**config.mk**
```make
export PLATFORM = sky130hd
export DESIGN_NAME = scsi_initiator
export DESIGN_NICKNAME = d
export VERILOG_FILES = /design/src/rtl/scsi_initiator.sv
export SDC_FILE = /design/constraint.sdc
export NUM_CORES = 1
export LEC_CHECK = 0
export CAP_MARGIN = 0
export CORE_ASPECT_RATIO = 0.9
export CORE_MARGIN = 2
export CORE_UTILIZATION = 42
export DETAILED_ROUTE_END_ITERATION = 10
export PLACE_DENSITY = 0.7
export SYNTH_ARGS = -nofsm -noshare
export SYNTH_HDL_FRONTEND = slang
export SYNTH_SLANG_ARGS = --single-unit
```
**constraint.sdc**
```tcl
create_clock -name clk -period 3.3 [get_ports clk]
set_clock_uncertainty 0.15 [all_clocks]
set_input_delay 0.495 -clock clk [delete_from_list [all_inputs] [get_ports clk]]
set_output_delay 0.495 -clock clk [all_outputs]
set_load 0.02 [all_outputs]
```
**src/rtl/scsi_initiator.sv**
```systemverilog
// scsi_initiator: SCSI initiator engine that selects a target and services
// command, data, status and message phases with a req/ack handshake.
module scsi_initiator #(
    parameter logic [2:0] HOST_ID     = 3'd7,
    parameter int         SEL_TIMEOUT = 1024,
    parameter int         ACK_HOLD    = 4,
    parameter int         SETTLE      = 4
) (
    input  logic        clk,
    input  logic        rst_n,
    input  logic        start,
    input  logic [2:0]  target_id,
    input  logic [79:0] cdb,
    input  logic        bus_reset,
    output logic        busy,
    output logic        done,
    output logic [7:0]  status,
    output logic [7:0]  msg_in,
    output logic        sel_timeout,
    output logic        aborted,
    output logic        phase_err,
    output logic [15:0] xfer_cnt,
    output logic [15:0] buf_addr,
    input  logic [7:0]  buf_rdata,
    output logic [7:0]  buf_wdata,
    output logic        buf_wr,
    output logic        scsi_rst,
    output logic        sel,
    output logic        atn,
    output logic        ack,
    input  logic        bsy,
    input  logic        msg,
    input  logic        cd,
    input  logic        io,
    input  logic        req,
    output logic [7:0]  dout,
    input  logic [7:0]  din
);
    localparam logic [2:0] IDLE     = 3'd0;
    localparam logic [2:0] SELECT   = 3'd1;
    localparam logic [2:0] WAIT_REQ = 3'd2;
    localparam logic [2:0] SETUP    = 3'd3;
    localparam logic [2:0] ACK_HI   = 3'd4;
    localparam logic [2:0] RECOVER  = 3'd5;
    localparam logic [2:0] FINISH   = 3'd6;
    localparam logic [31:0] SEL_LAST    = 32'(SEL_TIMEOUT > 0 ? SEL_TIMEOUT - 1 : 0);
    localparam logic [31:0] HOLD_LAST   = 32'(ACK_HOLD > 0 ? ACK_HOLD - 1 : 0);
    localparam logic [31:0] SETTLE_LAST = 32'(SETTLE > 0 ? SETTLE - 1 : 0);

    logic [2:0]  state;
    logic [2:0]  ph;
    logic [79:0] cdb_q;
    logic [3:0]  idx;
    logic [31:0] tmr;
    logic [3:0]  cdb_len;
    logic [7:0]  cdb_byte;

    // group 0 commands are 6 bytes, everything else is treated as 10
    assign cdb_len  = cdb_q[7:5] == 3'd0 ? 4'd6 : 4'd10;
    assign cdb_byte = idx < cdb_len ? cdb_q[{idx, 3'b000} +: 8] : 8'h00;
    assign atn      = 1'b0;

    always_ff @(posedge clk or negedge rst_n) begin
        if (!rst_n) begin
            state       <= IDLE;
            ph          <= 3'd0;
            cdb_q       <= '0;
            idx         <= 4'd0;
            tmr         <= 32'd0;
            busy        <= 1'b0;
            done        <= 1'b0;
            status      <= 8'h00;
            msg_in      <= 8'h00;
            sel_timeout <= 1'b0;
            aborted     <= 1'b0;
            phase_err   <= 1'b0;
            xfer_cnt    <= 16'h0000;
            buf_addr    <= 16'h0000;
            buf_wdata   <= 8'h00;
            buf_wr      <= 1'b0;
            scsi_rst    <= 1'b0;
            sel         <= 1'b0;
            ack         <= 1'b0;
            dout        <= 8'h00;
        end else begin
            done   <= 1'b0;
            buf_wr <= 1'b0;
            if (bus_reset) begin
                scsi_rst <= 1'b1;
                sel      <= 1'b0;
                ack      <= 1'b0;
                dout     <= 8'h00;
                state    <= IDLE;
                if (busy) begin
                    aborted <= 1'b1;
                    done    <= 1'b1;
                    busy    <= 1'b0;
                end
            end else begin
                scsi_rst <= 1'b0;
                case (state)
                    IDLE: if (start) begin
                        cdb_q       <= cdb;
                        status      <= 8'h00;
                        msg_in      <= 8'h00;
                        sel_timeout <= 1'b0;
                        aborted     <= 1'b0;
                        phase_err   <= 1'b0;
                        xfer_cnt    <= 16'h0000;
                        buf_addr    <= 16'h0000;
                        idx         <= 4'd0;
                        tmr         <= 32'd0;
                        dout        <= (8'd1 << target_id) | (8'd1 << HOST_ID);
                        sel         <= 1'b1;
                        busy        <= 1'b1;
                        state       <= SELECT;
                    end
                    SELECT: begin
                        if (bsy) begin
                            sel   <= 1'b0;
                            dout  <= 8'h00;
                            state <= WAIT_REQ;
                        end else if (tmr == SEL_LAST) begin
                            sel_timeout <= 1'b1;
                            sel         <= 1'b0;
                            dout        <= 8'h00;
                            state       <= FINISH;
                        end else
                            tmr <= tmr + 32'd1;
                    end
                    WAIT_REQ: begin
                        if (!bsy)
                            state <= FINISH;
                        else if (req) begin
                            ph    <= {msg, cd, io};
                            dout  <= 8'h00;
                            state <= SETUP;
                            case ({msg, cd, io})
                                3'b010: begin
                                    dout <= cdb_byte;
                                    if (idx != 4'd9) idx <= idx + 4'd1;
                                end
                                3'b000: dout <= buf_rdata;
                                3'b001: begin
                                    buf_wdata <= din;
                                    buf_wr    <= 1'b1;
                                end
                                3'b011: status <= din;
                                3'b111: msg_in <= din;
                                default: phase_err <= 1'b1;
                            endcase
                        end
                    end
                    SETUP: begin
                        ack   <= 1'b1;
                        tmr   <= 32'd0;
                        state <= ACK_HI;
                        if (ph == 3'b001) begin
                            buf_addr <= buf_addr + 16'd1;
                            xfer_cnt <= xfer_cnt + 16'd1;
                        end
                    end
                    ACK_HI: begin
                        if (tmr >= HOLD_LAST && !req) begin
                            ack   <= 1'b0;
                            tmr   <= 32'd0;
                            state <= RECOVER;
                            if (ph == 3'b000) begin
                                buf_addr <= buf_addr + 16'd1;
                                xfer_cnt <= xfer_cnt + 16'd1;
                            end
                        end else if (tmr < HOLD_LAST)
                            tmr <= tmr + 32'd1;
                    end
                    RECOVER: begin
                        if (tmr >= SETTLE_LAST)
                            state <= WAIT_REQ;
                        else
                            tmr <= tmr + 32'd1;
                    end
                    FINISH: begin
                        done  <= 1'b1;
                        busy  <= 1'b0;
                        state <= IDLE;
                    end
                    default: state <= IDLE;
                endcase
            end
        end
    end
endmodule

```
==> results of run 1 <==
worst paths after layout:
kind	to	depth (start not counted)	start
worst max-delay path	tmr[3]	7	tmr[30]
worst min-delay path	cdb_q[15]	2	cdb_q[15]
worst max register to register	tmr[3]	7	tmr[30]
worst min register to register	cdb_q[15]	2	cdb_q[15]
max in group asynchronous	cdb_q[19]	3	rst_n
min in group asynchronous	xfer_cnt[2]	2	rst_n
registers in the layout, indices dropped and copies added (netlist names), 3 cells and up:
signal     cells
idx            4
xfer_cnt      16
buf_wdata      8
cdb_q         80
state          3
tmr           32
dout           8
ph             3
buf_addr      16
status         8
msg_in         8
final cells by class:
| class | count | area (sq um) | share of cell area, % |
|---|---|---|---|
| tap | 302 | 378 | 2.98 |
| clock buffer | 17 | 425 | 3.35 |
| timing repair buffer | 216 | 2120 | 16.7 |
| sequential | 195 | 4880 | 38.4 |
| inverter | 21 | 78.8 | 0.621 |
| multi-input combinational | 795 | 4640 | 36.6 |
| clock inverter | 15 | 180 | 1.42 |
stage by stage:
stage | util (%) | std cells | hold slack (ns) | setup WS [ns]
6_report | 54.6 | 1561 | 0.326 | 0.460
5_1_grt | 54.6 | 1561 | 0.347 | 0.227
4_1_cts | 54.6 | 1561 | 0.328 | 0.473
3_5_place_dp | 51.9 | 1528 | 0.310 | 0.325
3_3_place_gp | 51.9 | 1528 | 0.306 | 0.378
2_1_floorplan | - | 1072 | 0.0494 | 1.01
placed cells by master (no fill, tap or decap), types with 4 or more instances in the layout:
master	count
nand2_1	316
a21oi_1	27
or3_1	4
mux2i_1	23
dfrtp_1	195
and2_1	13
nor3_1	12
or4_1	7
a211oi_1	7
o41ai_1	5
and3_1	17
clkdlybuf4s50_1	179
nand3_1	35
o31ai_1	22
nor2_1	76
o21ai_0	37
nor4_1	8
ha_1	7
nand4_1	32
mux4_2	16
mux2_2	15
and4_1	5
xor2_1	23
nand2b_1	13
clkinv_8	5
a31oi_1	8
clkbuf_16	17
o221ai_1	8
xnor2_1	4
buf_4	32
inv_1	20
worst min-delay path, cell delays in order (launching register included):
cell and delay (ns):
dfrtp_1 0.35, nand2_1 0.05, nand2_1 0.05
routing by layer:
metal / vias to the layer above / part of all wire [%]
met3: 38 / 5.4
met5: - / 0
met1: 4116 / 47
li1: 4084 / -
met4: 0 / 2.1
met2: 258 / 46
power groups by stage:
stage               Sequential, mW  Combinational, mW  Clock [mW]
floorplan                     3.50               1.53           0
global placement              3.45               2.50           0
detailed placement            3.47               2.54           0
CTS                           3.43               2.56        2.13
global route                  3.52               2.83        2.23
finish                        3.43               2.54        2.09
kinds of logic (layout without fill, tap and decap cells):
kind of cell    after synthesis  in the layout
xor+xnor                     27             27
compound gates              148            148
flops                       195            195
other cells                   1              1
buf+inv                      82            269
simple gates                558            558
mux                          54             54
fa+ha+maj                     7              7
repair_timing:
item / in CTS / in global routing
hold buffers: 1 / 0
endpoints found under the hold margin: 64 / 0
buffers inserted: 0 / 0
resized for setup: 0 / 0
==> results.md, run 1 <==
- Sequential area share after synthesis: 49.3%
- Largest family of logic cells by synthesized area: simple AND/OR/NAND/NOR gates
- Max-cap viol count: 0
- DIE AREA: 0.0248 sq mm
- Crit Path Max Fanout: 21
- Compound-cell area share of the yosys netlist: 10.3%
- Required time of the critical path: 3.48 ns
- Total core area: 0.0233 sq mm
- Final Power: 8.06 mW
- Die H: 150 um
- Mapped Nets: 1,187
- Max stage delay on crit path: 0.78 ns
- Mux cell area share after synthesis: 7.67%
- Top-count cell post-synth: nand2_1
- First drt pass iteration count: 6
- Filler Cells Inserted: 2,083
- CP Class: flip-flop to flip-flop
- Syn_area_per_cell: 9.24 sq um
- Clk sinks: 195
- H-tree depth: 4
- Root Buffer: clkbuf_16
- Post-Synth Simple-Gate Area: 25.5%
- DP Area: 0.0121 sq mm
- Die width: 166 um
- Synth area leader: dfrtp_1
- Clock power share: 26.0%
- Main synth FF type: dfrtp_1
- Delay-heaviest family, CP: simple AND/OR/NAND/NOR gates
- Slew Viols, Final: 0
- DR vias/cell: 5.44
- Reg-to-reg slack, setup: 0.46 ns
- Final design instance area without fill: 0.0127 sq mm
- Hold Crit Class: flip-flop to flip-flop
- Status: completed
- VDD IR max: 0.414 mV
- CP endpoint kind: flip-flop
- Vias in the first global route: 8,271
- Cell variety after synth: 67
- Final setup fails: 0
- Fin crit share: 86.1%
- Wire length of the first global-routing pass: 43.1 mm
- Leakage: 5.65 nW
- Worst slew pin tran: 0.980 ns
- Slew headroom: 34.7%
- Initial core utilization: 42.5%
- Post-Synth Adder-Cell Area: 0.885%
- Gr usage total: 21.6%
- Share of cells above drive strength 1: 9.21%
- Grt ovf: 0
- Clock Latency Late Sink: 0.45 ns
- Cells after synthesis: 1,072
- Initial antenna violation count: 0
- Final Net Count: 1,361
- Final hold violations: 0
- Crit-path cells: nor4_1 -> nand4_1 -> or4_1 -> buf_4 -> and3_1 -> nand3_1 -> mux2i_1
- Fin crit period: 2.84 ns
- DR DRC count: 0
- Synthesized flop and latch total: 195
- Worst-path clk slew: 0.08 ns
- Share of the synthesized area in the top cell type: 49.3%
- Detailed Route Iter0 Violations: 696
- Ranking of synthesized cells by area: dfrtp_1, nand2_1, mux4_2
- FMAX: 352 MHz
- Wirelength per Cell: 16.7 um
- CTS tree: done
- CP startpoint kind: flip-flop
- Yosys warning total: 0
- DRT Wirelength: 26.0 mm
- M1 GR Usage: 30.3%
- Synth cell count leaders: nand2_1, dfrtp_1, nor2_1
- Vias: 8,496
- Post-route setup TNS: 0 ns
- Asr flop ratio synth: 100%
- Internal: 5.15 mW
- Comb power frac: 31.5%
- DP Wirelength: 18.6 mm
- Num CTS Buffers: 17
- M2 GR Usage: 34.2%
- GR peak layer: met2
- XOR/XNOR share of the synthesized area: 2.39%
- Critical path buffers and inverters: 1
- N_diodes: 0
- Post-synth EDFFs: 0
- Power density cells: 635 mW/mm^2
- I/O pin count: 182
- Met3 Use GR: 3.97%
- Num rows: 53
- Largest net degree at the start of global routing: 91
- CTS max path bufs: 2
- Synthesized area: 0.00990 sq mm
- Gpl congestion: 0.841
- ANT nets after route: 0
- Sequential share of power: 42.5%
- Syn-to-layout area delta: 28.3%
- Psw: 2.91 mW
- Port bufs: 180
- Sw Share: 36.1%
- Critical path arrival: 3.02 ns
- Slowest stage cell, crit path: or4_1
- RSZ-0062 raised after global routing: false
No activity file was read; power rests on OpenSTA's default activity.
==> run 2: changes to the inputs <==
RECOVER_POWER = 25   (was default)
==> run 2 against run 1 <==
The flow now finishes with violations (capacitance limit, slew limit). Critical path depth unchanged. Global-route usage unchanged. Worst hold slack about the same. Critical path type unchanged. Highest routed layer unchanged.
==> results.md, run 2 (synthesis results as in run 1) <==
- Status: complete, but fails checks (was completed)
- Failing checks: capacitance limit, slew limit
- Slew Viols, Final: 81 (was 0)
- DR DRC count: 0 (unchanged)
- Non-Filler Instances: 1,561 (unchanged)
- Crit-path cells: nor4_1 -> nand4_1 -> or4_1 -> buf_4 -> and3_1 -> nand3_1 -> mux2i_1 (unchanged)
- H-tree depth: 4 (unchanged)
- Die H: 150 um (unchanged)
- RSZ-0062 raised after global routing: false (unchanged)
- Slowest stage cell, crit path: or4_1 (unchanged)
- Gr usage total: 21.6% (unchanged)
- Final design instance area without fill: 0.0127 sq mm (about the same)
- Largest regs: cdb_q: 80 flops, tmr: 32 flops (unchanged)
- Required time of the critical path: 3.47 ns (was 3.48 ns)
- VDD IR max: 0.415 mV (was 0.414 mV)
- Worst hold path stage count: 2 (unchanged)
- First drt pass iteration count: 5 (was 6)
- Largest Register: cdb_q (unchanged)
- Postcts setup bufs: 0 (unchanged)
- DRT Wirelength: 26.1 mm (was 26.0 mm)
- Setup slack at placement: 0.325 ns (unchanged)
- Syn-to-layout area delta: 28.1% (was 28.3%)
- Initial antenna violation count: 0 (unchanged)
- CTS tree: done (unchanged)
- Final Power: 8.06 mW (about the same)
- Post-Route Utilization: 54.5% (was 54.6%)
- Final setup fails: 0 (unchanged)
- Total core area: 0.0233 sq mm (unchanged)
- Final hold violations: 0 (unchanged)
- Power density cells: 635 mW/mm^2 (about the same)
- Die width: 166 um (unchanged)
- Fin crit share: 86.4% (was 86.1%)
- Initial core utilization: 42.5% (unchanged)
- Root Buffer: clkbuf_16 (unchanged)
- Critical path arrival: 3.02 ns (about the same)
- Max reg flops: 80 (unchanged)
- Gpl congestion: 0.841 (unchanged)
- Placed cells: 1,528 (unchanged)
- Port bufs: 180 (unchanged)
- Clk sinks: 195 (unchanged)
- Crit Path Max Fanout: 21 (unchanged)
- Max stage delay on crit path: 0.78 ns (about the same)
- DP Area: 0.0121 sq mm (unchanged)
- FMAX: 351 MHz (was 352 MHz)
- Wire length of the first global-routing pass: 43.1 mm (unchanged)
- Wirelength per Cell: 16.7 um (about the same)
- Final Net Count: 1,361 (unchanged)
- Worst Slack Setup Final: 0.450 ns (was 0.460 ns)
- Final hold slack: 0.326 ns (about the same)
- Most common cell after layout, fill and taps aside: nand2_1 (unchanged)
- Vias in the first global route: 8,271 (unchanged)
- Reg2reg path depth: 7 (unchanged)
- Most frequent cells in the layout: nand2_1, dfrtp_1, clkdlybuf4s50_1, nor2_1, o21ai_0 (unchanged)
- N_diodes: 0 (unchanged)
- Vias: 8,546 (was 8,496)
- Hold Crit Class: flip-flop to flip-flop (unchanged)
- DP Wirelength: 18.6 mm (unchanged)
- Fin crit period: 2.85 ns (was 2.84 ns)
- Largest net degree at the start of global routing: 91 (unchanged)
- Worst-path clk slew: 0.08 ns (about the same)
- CP endpoint kind: flip-flop (unchanged)
- Max-cap viol count: 1 (was 0)
- CTS max path bufs: 2 (unchanged)
- Num CTS Buffers: 17 (unchanged)
- Share of cells above drive strength 1: 9.13% (was 9.21%)
- Clock Latency Late Sink: 0.45 ns (about the same)
- I/O pin count: 182 (unchanged)
- Worst slew pin tran: 2.16 ns (was 0.980 ns)
- CP Class: flip-flop to flip-flop (unchanged)
- Leakage: 5.64 nW (was 5.65 nW)
- DR vias/cell: 5.47 (was 5.44)
- DIE AREA: 0.0248 sq mm (unchanged)
- Slew headroom: -44.0% (was 34.7%)
- Num rows: 53 (unchanged)
- Detailed Route Iter0 Violations: 654 (was 696)
- Post-route setup TNS: 0 ns (unchanged)
- ANT nets after route: 0 (unchanged)
- CP startpoint kind: flip-flop (unchanged)
- Grt ovf: 0 (unchanged)
run 2: cell types whose count changed in the layout (fill, tap and decap cells not counted), sizes merged:
cell	previous run	this run
buf	35	34
clkbuf	18	19
clkdlybuf4s50	179	178
dlygate4sd3	1	2
run 2: cell type report:
cell class / count / area, sq um
clock buffer: 17 / 425
clock inverter: 15 / 180
fill: 2085 / 10600
inverter: 21 / 78.8
multi-input combinational: 795 / 4640
sequential: 195 / 4880
tap: 302 / 378
timing repair buffer: 216 / 2100
run 2: final timing paths:
kind | startpoint | to | slack (ns)
worst max-delay path | tmr[30] | tmr[3] | 0.45
worst min-delay path | cdb_q[53] | cdb_q[53] | 0.33
worst max register to register | tmr[30] | tmr[3] | 0.45
worst min register to register | cdb_q[53] | cdb_q[53] | 0.33
max in group asynchronous | rst_n | cdb_q[78] | 0.64
min in group asynchronous | rst_n | xfer_cnt[2] | 1.06
run 2: critical path: cells and delay by family (launching register included):
family	cells	cell delay (ns)
and+or+nand+nor	5	1.83
muxes	1	0.08
DFF	1	0.39
buffers and inverters	1	0.29
run 2: power breakdown:
part	switching (mW)	internal [mW]	total (mW)
registers	0.389	3.04	3.43
logic	1.45	1.08	2.54
clock network	1.06	1.03	2.09
total	2.91	5.15	8.06
run 2: routing by layer:
metal / share of wire [%] / track usage (%) / vias up
met1: 47 / 30.3 / 4138
met3: 5.2 / 3.97 / 40
li1: - / - / 4092
met5: 0 / 0 / -
met2: 46 / 34.2 / 276
met4: 2.1 / 6.83 / 0
run 2: timing repair:
| item | CTS | global route |
|---|---|---|
| hold buffers | 1 | 0 |
| resized for setup | 0 | 0 |
| endpoints found under the hold margin | 64 | 0 |
==> run 3: changes to the inputs <==
PLACE_DENSITY = 0.67   (was 0.7)
==> run 3 against run 2 <==
First-iteration DRC count fell by 3.8%. Largest cell class unchanged. The flow now finishes without violations. Critical path type unchanged. Worst setup slack better by 0.018 ns. Sequential power about the same. Die area is the same. Wire length about the same.
==> results.md, run 3 (synthesis results as in run 1) <==
- Filler Cells Inserted: 2,089 (was 2,085)
- Reg area: 0.00488 sq mm (unchanged)
- Final Net Count: 1,355 (was 1,361)
- Max reg flops: 80 (unchanged)
- CP Class: flip-flop to flip-flop (unchanged)
- Gr usage total: 21.4% (was 21.6%)
- Die width: 166 um (unchanged)
- Slew headroom: 5.24% (was -44.0%)
- Non-Filler Instances: 1,555 (was 1,561)
- Largest net degree at the start of global routing: 91 (unchanged)
- Crit-path cells: nor4_1 -> nand4_1 -> or4_1 -> buf_4 -> nand3_2 -> or4b_1 -> a21oi_1 (was nor4_1 -> nand4_1 -> or4_1 -> buf_4 -> and3_1 -> nand3_1 -> mux2i_1)
- Power density cells: 635 mW/mm^2 (about the same)
- Fin crit share: 85.8% (was 86.4%)
- Critical path buffers and inverters: 1 (unchanged)
- VDD IR max: 0.368 mV (was 0.415 mV)
- ANT nets after route: 0 (unchanged)
- Final setup fails: 0 (unchanged)
- Worst-path clk slew: 0.08 ns (about the same)
- Slew Viols, Final: 0 (was 81)
- Post-route setup TNS: 0 ns (unchanged)
- CTS Hold Bufs: 1 (unchanged)
- Critical path arrival: 2.96 ns (was 3.02 ns)
- DP Wirelength: 18.7 mm (was 18.6 mm)
- N_diodes: 0 (unchanged)
- DRT Wirelength: 26.1 mm (about the same)
- Status: completed (was complete, but fails checks)
- CP startpoint: tmr[19] (was tmr[30])
- H-tree depth: 4 (unchanged)
- Vias in the first global route: 8,070 (was 8,271)
- Fin crit period: 2.83 ns (was 2.85 ns)
- Gates resized, CTS repair: 0 (unchanged)
- Area occupied by multi-input gates: 0.00464 sq mm (unchanged)
- Wire length of the first global-routing pass: 42.6 mm (was 43.1 mm)
- I/O pin count: 182 (unchanged)
- DP Area: 0.0121 sq mm (about the same)
- Min-delay src: cdb_q[37] (was cdb_q[53])
- Port bufs: 180 (unchanged)
- Max-cap viol count: 0 (was 1)
- Clk sinks: 195 (unchanged)
- DR vias/cell: 5.43 (was 5.47)
- Slowest stage cell, crit path: or4_1 (unchanged)
- Postcts setup bufs: 0 (unchanged)
- CTS max path bufs: 2 (unchanged)
- Vias: 8,451 (was 8,546)
- Final hold violations: 0 (unchanged)
- Wirelength per Cell: 16.8 um (was 16.7 um)
- Final Power: 8.01 mW (was 8.06 mW)
- Worst slew pin tran: 1.42 ns (was 2.16 ns)
- FMAX: 353 MHz (was 351 MHz)
- Most frequent cells in the layout: nand2_1, dfrtp_1, clkdlybuf4s50_1, nor2_1, o21ai_0 (unchanged)
- First drt pass iteration count: 7 (was 5)
- Largest Register: cdb_q (unchanged)
- Leakage: 5.60 nW (was 5.64 nW)
- Hold Crit Class: flip-flop to flip-flop (unchanged)
- Detailed Route Iter0 Violations: 629 (was 654)
- Num CTS Buffers: 17 (unchanged)
- RSZ-0062 raised after global routing: false (unchanged)
- Required time of the critical path: 3.43 ns (was 3.47 ns)
- Num rows: 53 (unchanged)
- Syn-to-layout area delta: 27.4% (was 28.1%)
- Largest regs: cdb_q: 80 flops, tmr: 32 flops (unchanged)
- Final design instance area without fill: 0.0126 sq mm (was 0.0127 sq mm)
- Clock Latency Late Sink: 0.44 ns (was 0.45 ns)
- Placed cells: 1,522 (was 1,528)
- Root Buffer: clkbuf_16 (unchanged)
- Die H: 150 um (unchanged)
- Most common cell after layout, fill and taps aside: nand2_1 (unchanged)
- Initial core utilization: 42.5% (unchanged)
- Gpl congestion: 0.876 (was 0.841)
- CP endpoint kind: flip-flop (unchanged)
- Total core area: 0.0233 sq mm (unchanged)
- Max stage delay on crit path: 0.76 ns (was 0.78 ns)
- Delay-heaviest family, CP: simple AND/OR/NAND/NOR gates (unchanged)
- DR DRC count: 0 (unchanged)
- DIE AREA: 0.0248 sq mm (unchanged)
- Initial antenna violation count: 0 (unchanged)
- R2r startpoint: tmr[19] (was tmr[30])
- CP startpoint kind: flip-flop (unchanged)
- Crit Path Max Fanout: 22 (was 21)
- Final hold slack: 0.323 ns (was 0.326 ns)
- CTS tree: done (unchanged)
- Grt ovf: 0 (unchanged)
- Share of cells above drive strength 1: 8.78% (was 9.13%)
==> run 3: worst min-delay path: cells and delay by family (launching register included) <==
family	cells	cell delay (ns)
and+or+nand+nor	2	0.10
DFF	1	0.34
==> run 3: path summary, 6_finish.rpt <==
path / depth (start not counted) / slack (ns) / endpoint
max in group asynchronous: 3 / 0.63 / idx[1]
worst min-delay path: 2 / 0.32 / cdb_q[37]
worst min register to register: 2 / 0.32 / cdb_q[37]
worst max-delay path: 7 / 0.47 / tmr[28]
worst max register to register: 7 / 0.47 / tmr[28]
min in group asynchronous: 2 / 0.77 / xfer_cnt[4]
==> run 3: final cells by class <==
class	instances	area share, %
Clock buffer	17	3.37
Clock inverter	15	1.27
Inverter	21	0.625
Multi-Input combinational cell	795	36.8
Sequential cell	195	38.7
Tap cell	302	3.00
Timing Repair Buffer	210	16.2
==> run 3: report_power, final <==
part | total, mW | switching (mW) | internal [mW] | leakage (nW)
Clock | 2.06 | 1.05 | 1.02 | 0.282
Sequential | 3.45 | 0.409 | 3.04 | 2.58
Combinational | 2.50 | 1.43 | 1.06 | 2.75
Total | 8.01 | 2.89 | 5.12 | 5.60
==> run 3: metrics by stage <==
stage	setup WS [ns]	util, %
after global routing	0.183	54.2
after global placement	0.289	51.8
after CTS	0.485	54.3
after detailed placement	0.225	51.8
final	0.468	54.2
after floorplan	1.01	-
==> run 3: metal layers <==
layer | up-vias | wire length, um | share of wire [%] | global-route usage [%]
li1 | 4070 | - | - | -
met1 | 4109 | 12200 | 47 | 30.5
met2 | 247 | 12200 | 47 | 33.6
met3 | 25 | 1290 | 4.9 | 3.76
met4 | 0 | 450 | 1.7 | 6.65
met5 | - | 0 | 0 | 0
